## src/rtl/adc_pkg.sv

```systemverilog
// Shared definitions for the ADC sequencer: one-hot FSM encodings, the default
// calibration channel and a constant-foldable ceil(log2) helper.
package adc_pkg;

  localparam int CAL_CH_DEFAULT = 32'sd0;

  typedef enum logic [4:0] {
    ST_IDLE    = 5'b00001,
    ST_PARK    = 5'b00010,
    ST_SETTLE  = 5'b00100,
    ST_CONVERT = 5'b01000,
    ST_SAMPLE  = 5'b10000
  } seq_state_e;

  function automatic int clog2(input int n);
    int r;
    r = 32'sd0;
    while ((32'sd1 << r) < n) begin
      r = r + 32'sd1;
    end
    return r;
  endfunction

endpackage

```

## src/rtl/adc_rr_pick.sv

```systemverilog
// Round-robin channel picker: lowest enabled index above the pointer,
// otherwise the lowest enabled index overall.
module adc_rr_pick
  import adc_pkg::*;
#(
  parameter  int NCH = 8,
  localparam int CW  = clog2(NCH)
) (
  input  logic [NCH-1:0] mask_i,
  input  logic [CW-1:0]  ptr_i,
  output logic [CW-1:0]  idx_o,
  output logic           none_o
);

  logic          hi_found_s;
  logic [CW-1:0] hi_idx_s;
  logic [CW-1:0] lo_idx_s;

  // Scan downwards so the lowest matching index is the one that survives.
  always_comb begin
    hi_found_s = 1'b0;
    hi_idx_s   = '0;
    lo_idx_s   = '0;
    for (int i = NCH - 1; i >= 0; i--) begin
      lo_idx_s   = mask_i[i] ? CW'(i) : lo_idx_s;
      hi_found_s = (mask_i[i] && (i > int'(ptr_i))) ? 1'b1 : hi_found_s;
      hi_idx_s   = (mask_i[i] && (i > int'(ptr_i))) ? CW'(i) : hi_idx_s;
    end
    idx_o  = hi_found_s ? hi_idx_s : lo_idx_s;
    none_o = ~|mask_i;
  end

endmodule

```

## src/rtl/adc_sequencer.sv

```systemverilog
// Round-robin SAR ADC conversion sequencer with park/calibration slot,
// programmable settle delay and channel freeze. All outputs are registered.
module adc_sequencer
  import adc_pkg::*;
#(
  parameter  int NCH    = 8,
  parameter  int DLY_W  = 8,
  parameter  int CAL_CH = CAL_CH_DEFAULT,
  localparam int CW     = clog2(NCH)
) (
  input  logic             SCK,
  input  logic             POR,
  input  logic             sys_ready,
  input  logic [NCH-1:0]   ch_mask,
  input  logic [DLY_W-1:0] settle_cycles,
  input  logic             adc_ready,
  input  logic             adc_freeze,
  input  logic [CW-1:0]    adc_fchannel,
  output logic             adc_convert,
  output logic [CW-1:0]    adc_channel,
  output logic             adc_sample,
  output logic [CW-1:0]    sample_channel,
  output logic             seq_busy
);

  localparam logic [CW-1:0] CAL_IDX = CW'(CAL_CH);
  localparam logic [CW-1:0] MAX_IDX = CW'(NCH - 1);

  seq_state_e       state_q, state_d;
  logic [CW-1:0]    ptr_q, ptr_d;
  logic [CW-1:0]    target_q, target_d;
  logic [DLY_W-1:0] cnt_q, cnt_d;
  logic             frozen_q, frozen_d;
  logic [CW-1:0]    frozen_ch_q, frozen_ch_d;
  logic             convert_q, convert_d;
  logic [CW-1:0]    channel_q, channel_d;
  logic             sample_q, sample_d;
  logic [CW-1:0]    sample_ch_q, sample_ch_d;
  logic             busy_q, busy_d;

  logic [CW-1:0]    pick_idx_s;
  logic             pick_none_s;
  logic [CW-1:0]    fch_clip_s;

  adc_rr_pick #(.NCH(NCH)) u_pick (
    .mask_i (ch_mask),
    .ptr_i  (ptr_q),
    .idx_o  (pick_idx_s),
    .none_o (pick_none_s)
  );

  // Requested freeze channels beyond the last analog input saturate.
  always_comb begin
    if (int'(adc_fchannel) > (NCH - 1)) begin
      fch_clip_s = MAX_IDX;
    end else begin
      fch_clip_s = adc_fchannel;
    end
  end

  // Next-state logic; outputs are derived from the next state so they line up with it.
  always_comb begin
    state_d     = state_q;
    ptr_d       = ptr_q;
    target_d    = target_q;
    cnt_d       = cnt_q;
    frozen_d    = frozen_q;
    frozen_ch_d = frozen_ch_q;

    case (state_q)
      ST_IDLE: begin
        if (sys_ready && (|ch_mask)) begin
          state_d = ST_PARK;
        end else begin
          state_d = ST_IDLE;
        end
      end
      ST_PARK: begin
        target_d = frozen_q ? frozen_ch_q : pick_idx_s;
        cnt_d    = settle_cycles;
        if (!sys_ready || (!frozen_q && pick_none_s)) begin
          state_d = ST_IDLE;
        end else begin
          state_d = ST_SETTLE;
        end
      end
      ST_SETTLE: begin
        if (!sys_ready) begin
          state_d = ST_IDLE;
        end else if (cnt_q == '0) begin
          state_d = ST_CONVERT;
        end else begin
          cnt_d = cnt_q - DLY_W'(1);
        end
      end
      ST_CONVERT: begin
        if (adc_ready) begin
          state_d = ST_SAMPLE;
        end else begin
          state_d = ST_CONVERT;
        end
      end
      ST_SAMPLE: begin
        // While frozen the pointer holds, so release resumes after the last rotated channel.
        if (!frozen_q) begin
          ptr_d = target_q;
        end else begin
          ptr_d = ptr_q;
        end
        frozen_d = adc_freeze;
        if (adc_freeze) begin
          frozen_ch_d = fch_clip_s;
        end else begin
          frozen_ch_d = frozen_ch_q;
        end
        state_d = sys_ready ? ST_PARK : ST_IDLE;
      end
      default: begin
        state_d = ST_IDLE;
      end
    endcase

    convert_d = (state_d == ST_CONVERT);
    sample_d  = (state_d == ST_SAMPLE);
    busy_d    = (state_d != ST_IDLE);
    case (state_d)
      ST_SETTLE, ST_CONVERT, ST_SAMPLE: channel_d = target_d;
      default:                          channel_d = CAL_IDX;
    endcase
    if (state_d == ST_SAMPLE) begin
      sample_ch_d = target_d;
    end else begin
      sample_ch_d = sample_ch_q;
    end
  end

  // State, datapath and output registers.
  always_ff @(posedge SCK or posedge POR) begin
    if (POR) begin
      state_q     <= ST_IDLE;
      ptr_q       <= MAX_IDX;
      target_q    <= CAL_IDX;
      cnt_q       <= '0;
      frozen_q    <= 1'b0;
      frozen_ch_q <= '0;
      convert_q   <= 1'b0;
      channel_q   <= CAL_IDX;
      sample_q    <= 1'b0;
      sample_ch_q <= '0;
      busy_q      <= 1'b0;
    end else begin
      state_q     <= state_d;
      ptr_q       <= ptr_d;
      target_q    <= target_d;
      cnt_q       <= cnt_d;
      frozen_q    <= frozen_d;
      frozen_ch_q <= frozen_ch_d;
      convert_q   <= convert_d;
      channel_q   <= channel_d;
      sample_q    <= sample_d;
      sample_ch_q <= sample_ch_d;
      busy_q      <= busy_d;
    end
  end

  assign adc_convert    = convert_q;
  assign adc_channel    = channel_q;
  assign adc_sample     = sample_q;
  assign sample_channel = sample_ch_q;
  assign seq_busy       = busy_q;

endmodule

```

## config.mk

```make
export PLATFORM = sky130hd
export DESIGN_NAME = adc_sequencer
export DESIGN_NICKNAME = d
export VERILOG_FILES = /design/src/rtl/adc_pkg.sv /design/src/rtl/adc_rr_pick.sv /design/src/rtl/adc_sequencer.sv
export SDC_FILE = /design/constraint.sdc
export NUM_CORES = 1
export LEC_CHECK = 0
export BUFFER_PORTS_ARGS = -buffer_cell sky130_fd_sc_hd__buf_2
export CAP_MARGIN = 15
export CORE_MARGIN = 2
export CORE_UTILIZATION = 51
export CTS_CLUSTER_SIZE = 14
export DETAILED_ROUTE_END_ITERATION = 8
export GPL_TIMING_DRIVEN = 0
export PLACE_DENSITY = 0.76
export REMOVE_ABC_BUFFERS = 1
export SLEW_MARGIN = 20
export SYNTH_ARGS = -nofsm -noshare
export SYNTH_HDL_FRONTEND = slang
export SYNTH_HIERARCHICAL = 1
export SYNTH_SLANG_ARGS = --single-unit
```

## constraint.sdc

```tcl
create_clock -name SCK -period 2 [get_ports SCK]
set_clock_uncertainty 0.2 [all_clocks]
set_input_delay 0.4 -clock SCK [delete_from_list [all_inputs] [get_ports SCK]]
set_output_delay 0.4 -clock SCK [all_outputs]
set_load 0.03 [all_outputs]
```

; ---- Word level (Yosys, flattened, before mapping)
; Cells that the tools add are included.
[totals]
input_bits = 24
out_inout_bits = 9
regBits = 32
wordCells = 87
[classes]
muxes = 36
n_addsub = 1
eq_ne = 11
bitwise = 1
magnitude_cmp = 7
n_reduce_logical = 20
[ops]
columns = operator, n
row1 = $mux 3, 20
row2 = $pmux 5 s5, 1
row3 = $mux 8, 2
row4 = $pmux 8 s2, 1
row5 = $mux 5, 3
row6 = $gt 3x3->1 const A, 4
row7 = $eq 5x3->1 const B, 2
row8 = $eq 5x4->1 const B, 2
row9 = $eq 5x5->1 const B, 2
row10 = $logic_and 1x1->1, 9
row11 = $logic_not 8->1, 1
row12 = $reduce_or 8->1, 1
row13 = $sub 8x1->8 const B, 1
row14 = $mux 1, 7
row15 = $gt 2x3->1 const A, 2
row16 = $eq 5x1->1 const B, 1
row17 = $eq 5x2->1 const B, 1
row18 = $ne 5x1->1 const B, 1
row19 = $mux 2, 2
row20 = $ne 2x2->1 const B, 2
row21 = $reduce_and 2->1, 2
row22 = $gt 1x3->1 const A, 1
row23 = $logic_not 1->1, 3
row24 = $reduce_and 3->1, 1
row25 = 4 further kinds, 4

; ---- Longest topological paths before layout
[logic_depth]
word_depth = 13
depth_mapped = 9
mapped_depth_nobuf = 8

; ---- By module
; Netlist, hierarchy kept.
[modules_own_cells]
columns = mod, area_each_um2, seq_area_each_um2, n_inst, cells_each
row1 = adc_sequencer, 1721.7, 805.8, 1, 166
row2 = adc_rr_pick, 305.3, 0.0, 1, 45

; ---- Least setup slack after synthesis
; OpenSTA, ideal clock, no wires.
[synth_timing]
path_type = register to register
start = register state_q[1]
end = register cnt_q[1]
stages_incl_launch_ff = 7
required_time_ns = 1.675
path_slack_ns = -0.080
setup_time_ns = 0.125
arrival_ns = 1.755
n_path_buf = 2
synth_period_minus_slack_ns = 2.080
path_cell_list = dfrtp_1 > buf_6 > or3_4 > buf_6 > a311oi_4 > nor2_4 > mux2_4
[synth_between]
elab_chain_len = 3
elab_cells_between_ends = 7
classes_between = 4 x eq/ne / 1 x mux / 2 x reduce/logical
[synth_lines]
columns = item, line_no
row1 = start: declaration, adc_sequencer.sv:29  ; seq_state_e state_q, state_d;
row2 = start signal: assignment, adc_sequencer.sv:152  ; state_q <= state_d;
row3 = $eq 5x3->1 / $eq 5x2->1 (equally long branches), adc_sequencer.sv:70  ; case (state_q)
row4 = $ne 2x2->1 (no line) / $reduce_bool 2->1 (equally long branches), n/a
row5 = $reduce_and 3->1 (no line), n/a
row6 = end signal: assignment, adc_sequencer.sv:155  ; cnt_q <= cnt_d;
row7 = end: declaration, adc_sequencer.sv:32  ; logic [DLY_W-1:0] cnt_q, cnt_d;
; Parallel ways exist; a longest one is shown, timed or not.
; A chain may end at the register's enable or synchronous reset.

; ---- Final worst setup path
[layout_timing]
start = register ptr_q[1]
end = register sample_ch_q[0] (netlist: sample_channel[0])
[layout_between]
elab_chain_len = 12
elab_cells_between_ends = 31
classes_between = 7 x order compare / 17 x mux / 7 x reduce/logical
[layout_lines]
columns = item, line_no
row1 = start: declaration, adc_sequencer.sv:30  ; logic [CW-1:0] ptr_q, ptr_d;
row2 = start signal: assignment, adc_sequencer.sv:153  ; ptr_q <= ptr_d;
row3 = $gt 3x3->1, "adc_rr_pick.sv:26, adc_rr_pick.sv:27"
row4 = $logic_and 1x1->1, "adc_rr_pick.sv:26, adc_rr_pick.sv:27"
row5 = $mux 3 / $mux 1 (equally long branches) (7 in series), "adc_rr_pick.sv:27, adc_rr_pick.sv:26"
row6 = $mux 3 *, adc_rr_pick.sv:29  ; idx_o = hi_found_s ? hi_idx_s : lo_idx_s;
row7 = net pick_idx_s[0], adc_sequencer.sv:41  ; logic [CW-1:0] pick_idx_s;
row8 = $mux 3 *, adc_sequencer.sv:79  ; target_d = frozen_q ? frozen_ch_q : pick_idx_s;
row9 = $mux 3 *, adc_sequencer.sv:70
row10 = net target_d[0], adc_sequencer.sv:31  ; logic [CW-1:0] target_q, target_d;
row11 = end signal: assignment, adc_sequencer.sv:161  ; sample_ch_q <= sample_ch_d;
row12 = end: declaration, adc_sequencer.sv:38  ; logic [CW-1:0] sample_ch_q, sample_ch_d;
; Mark *: on every way through the listed nets, which the timed path passes. The rest lies on a longest branch.

==> flow_summary.json <==
{
  "synth_compound_area_share_pct": 25.1,
  "drt-total-wl_um": 5360,
  "p_sw_uw": 872,
  "final_core_util_pct": 67.6,
  "placed_cell_area_um2": 2170,
  "p_int_mw": 1.37,
  "mostFrequentLayoutCell": "buf_2",
  "grtUsageMet3_pct": 5.57,
  "cp.required_ns": 2.02,
  "crit_fanout": 6,
  "fmax_ghz": 0.461,
  "vias_per_cell": 6.23,
  "report.final.slew_viol_count": 0,
  "grt.busiest_layer": "met2",
  "yosys_warnings": 6,
  "cp_slowest_cell": "dfstp_2",
  "layout-drive-gt1-share_pct": 41.6,
  "setup_slack_ns": -0.170,
  "finalInstanceArea_um2": 2530,
  "cts_root_buffer": "clkbuf_8",
  "synth-seq-cells": 32,
  "reg2reg_from": "ptr_q[1]",
  "layout_common_cells": "buf_2 (32), dfrtp_1 (24), a21oi_1 (13), buf_4 (13), nand2_1 (11)",
  "drc_errors": 0,
  "cts_hold_buf": 0,
  "synth_simple_gate_area_share_pct": 19.9,
  "crit_start": "ptr_q[1]",
  "final_cell_count_no_fill": 303,
  "seqPwrFrac_pct": 42.9,
  "synthCells": 211,
  "clockBufferDepth": 2,
  "synth_area_um2": 2030,
  "pwr-share-comb_pct": 36.1,
  "fin_crit_sh_pct": 108,
  "post_drt_wl_per_cell_um": 17.7,
  "synth_cell_types": 59,
  "die_y_um": 67.0,
  "antenna_found_initial": 0,
  "layout.nets": 280,
  "ir_drop_mv": 0.668,
  "cp-start-kind": "flop",
  "hold_path.class": "in2async",
  "max_slew_margin_pct": 56.4,
  "cts_made_buffers": 5,
  "synthAdderAreaFrac_pct": 1.23,
  "dieArea_um2": 4490,
  "track_usage_pct": 24.5,
  "io_pins": 33,
  "initial_core_util_pct": 54.1,
  "grt_pass1_vias": 1764,
  "fin_crit_ns": 2.17,
  "p_total_mw": 2.25,
  "portBuffers": 32,
  "finalSetupViolCount": 6,
  "path_delay_family": "compound AO/OA/AOI/OAI gates",
  "rsz0062_at_grt": "yes",
  "cp_cell_sequence": "a21boi_2 > o21a_1 > nor2_4 > nand2b_4 > o311ai_4 > mux2i_1 > o21ai_2 > mux2_4",
  "grt_pass1_wl_um": 8140,
  "tritoncts": "yes",
  "overflow": 0,
  "synth.area.mux_share_pct": 7.72,
  "dp_hpwl_um": 3310,
  "power_density_nw_per_um2": 887,
  "tightest_slew_ns": 0.653,
  "violations": "negative setup slack",
  "rows": 22,
  "finalHoldViolCount": 0,
  "synth-xor-area-share_pct": 0.432,
  "worstSkewPairLatency_ns": 0.28,
  "nFillCells": 297,
  "grtUsageMet1_pct": 31.4,
  "ys.flop_type": "dfrtp_1",
  "clockPowerShare_pct": 21.1,
  "diodes": 0,
  "core-area_um2": 3740,
  "status": "finished with violations",
  "routabilityCongestion": 0.828,
  "area_growth_pct": 24.9,
  "end_kind": "flop",
  "vias": 1889,
  "drt_iter0_drc": 197,
  "avgSynthCellArea_um2": 9.61,
  "synth_edf_count": 0,
  "route.antenna.remaining_nets": 0,
  "grtUsageMet2_pct": 39.6,
  "die_x_um": 67.0,
  "switching_share_pct": 38.8,
  "p_leak_nw": 1.16,
  "slowest_delay_ns": 0.61,
  "synthArstFlopShare_pct": 100,
  "clk_pin_slew_ns": 0.07,
  "place_inst": 279,
  "grt_max_degree": 33,
  "htreeDepth": 2,
  "cts_num_sinks": 32,
  "synth-seq-area-share_pct": 39.8,
  "synth_top_family_by_area": "compound AO/OA/AOI/OAI gates",
  "cp.arrival_ns": 2.19,
  "dpl_worst_slack_ns": -0.363,
  "dr.pass1.iters": 4,
  "crit_type": "reg2reg",
  "cap_violations": 0,
  "cp.buffers_inverters": 0
}
-- metal layers --
metal  wire length, um  up-vias
li1                  -      880
met1              2190      920
met2              2710       79
met3               381       10
met4                90        0
met5                 0        -
-- cells by family (layout without fill, tap and decap cells) --
| kind of cell | count (synthesis) | in the layout |
|---|---|---|
| buffers and inverters | 23 | 67 |
| flip-flops | 32 | 32 |
| multiplexers | 14 | 14 |
| AO/OA/AOI/OAI | 68 | 68 |
| XOR/XNOR | 1 | 1 |
| AND/OR/NAND/NOR | 71 | 71 |
| adder cells (fa/ha/maj) | 2 | 2 |
-- through the flow --
step	hold slack, ns	TNS [ns]
final	0.00310	-0.609
after global routing	0.0753	-1.17
after CTS	0.0281	-0.315
after detailed placement	0.293	-4.78
after global placement	0.284	-4.56
after floorplan	0.273	-0.0689
-- what timing repair did --
action | 4_1_cts | 5_1_grt
pin swaps | 8 | 12
setup endpoints to repair | 20 | 16
buffers inserted | 13 | 3
hold endpoints to repair | 0 | 0
resized for setup | 24 | 17
-- flip-flops by register name, summed over array words and instances (netlist names) --
signal / cells
adc_convert: 1
sample_channel: 3
state_q: 5
adc_sample: 1
adc_channel: 3
frozen_ch_q: 3
target_q: 3
ptr_q: 3
frozen_q: 1
cnt_q: 8
seq_busy: 1
-- cell type report --
| class | count | area, um^2 | area share [%] |
|---|---|---|---|
| clock inverters | 1 | 5.00 | 0.198 |
| multi-input cells | 156 | 1250 | 49.3 |
| flip-flops and latches | 32 | 811 | 32.0 |
| repair buffers | 48 | 292 | 11.5 |
| well taps | 48 | 60.1 | 2.37 |
| inverters | 11 | 41.3 | 1.63 |
| clock buffers | 7 | 76.3 | 3.01 |
-- worst register-to-register path, cell delays in order (launching register included) --
cell and delay [ns]:
dfstp_2 0.61, a21boi_2 0.09, o21a_1 0.25, nor2_4 0.16
nand2b_4 0.08, o311ai_4 0.22, mux2i_1 0.13, o21ai_2 0.21
mux2_4 0.17
-- Yosys cell counts, drive strengths merged (2+ instances only) --
cell type / count / area share (%)
ha: 2 / 1.2
or3b: 2 / 0.99
dfstp: 4 / 5.2
nand4: 2 / 0.62
a2bb2oi: 4 / 1.7
o22a: 3 / 1.3
o21ai: 15 / 4.1
and3: 4 / 1.2
dfrtp: 28 / 35
nand2b: 6 / 2.0
mux2: 10 / 5.7
o221ai: 4 / 1.7
o211ai: 2 / 0.74
inv: 11 / 2.0
mux2i: 4 / 2.0
clkbuf: 6 / 1.1
nor2b: 3 / 0.93
a21oi: 15 / 3.9
o311ai: 4 / 2.1
nand3: 5 / 1.2
a31oi: 3 / 0.93
and2: 4 / 1.2
o22ai: 4 / 1.2
nand2: 12 / 2.2
nor3: 4 / 0.99
nor2: 15 / 3.4
o41ai: 2 / 1.2
nor4: 8 / 2.5
buf: 6 / 2.7
-- power by group through the flow --
stage | clock [mW] | combinational, mW | sequential [mW]
2_1_floorplan | 0 | 0.444 | 0.920
3_3_place_gp | 0 | 0.589 | 0.937
3_5_place_dp | 0 | 0.610 | 0.945
4_1_cts | 0.482 | 0.757 | 0.920
5_1_grt | 0.518 | 0.884 | 0.984
6_report | 0.473 | 0.810 | 0.963
-- final timing paths --
check	end	slack, ns	depth (start not counted)
max	sample_channel[0]	-0.17	8
min	cnt_q[7]	0.003	2
max reg2reg	sample_channel[0]	-0.17	8
min reg2reg	frozen_ch_q[2]	0.30	1
max in group asynchronous	state_q[4]	1.13	2
min in group SCK	frozen_ch_q[1]	0.15	2
(Power assumes the default switching activity.)
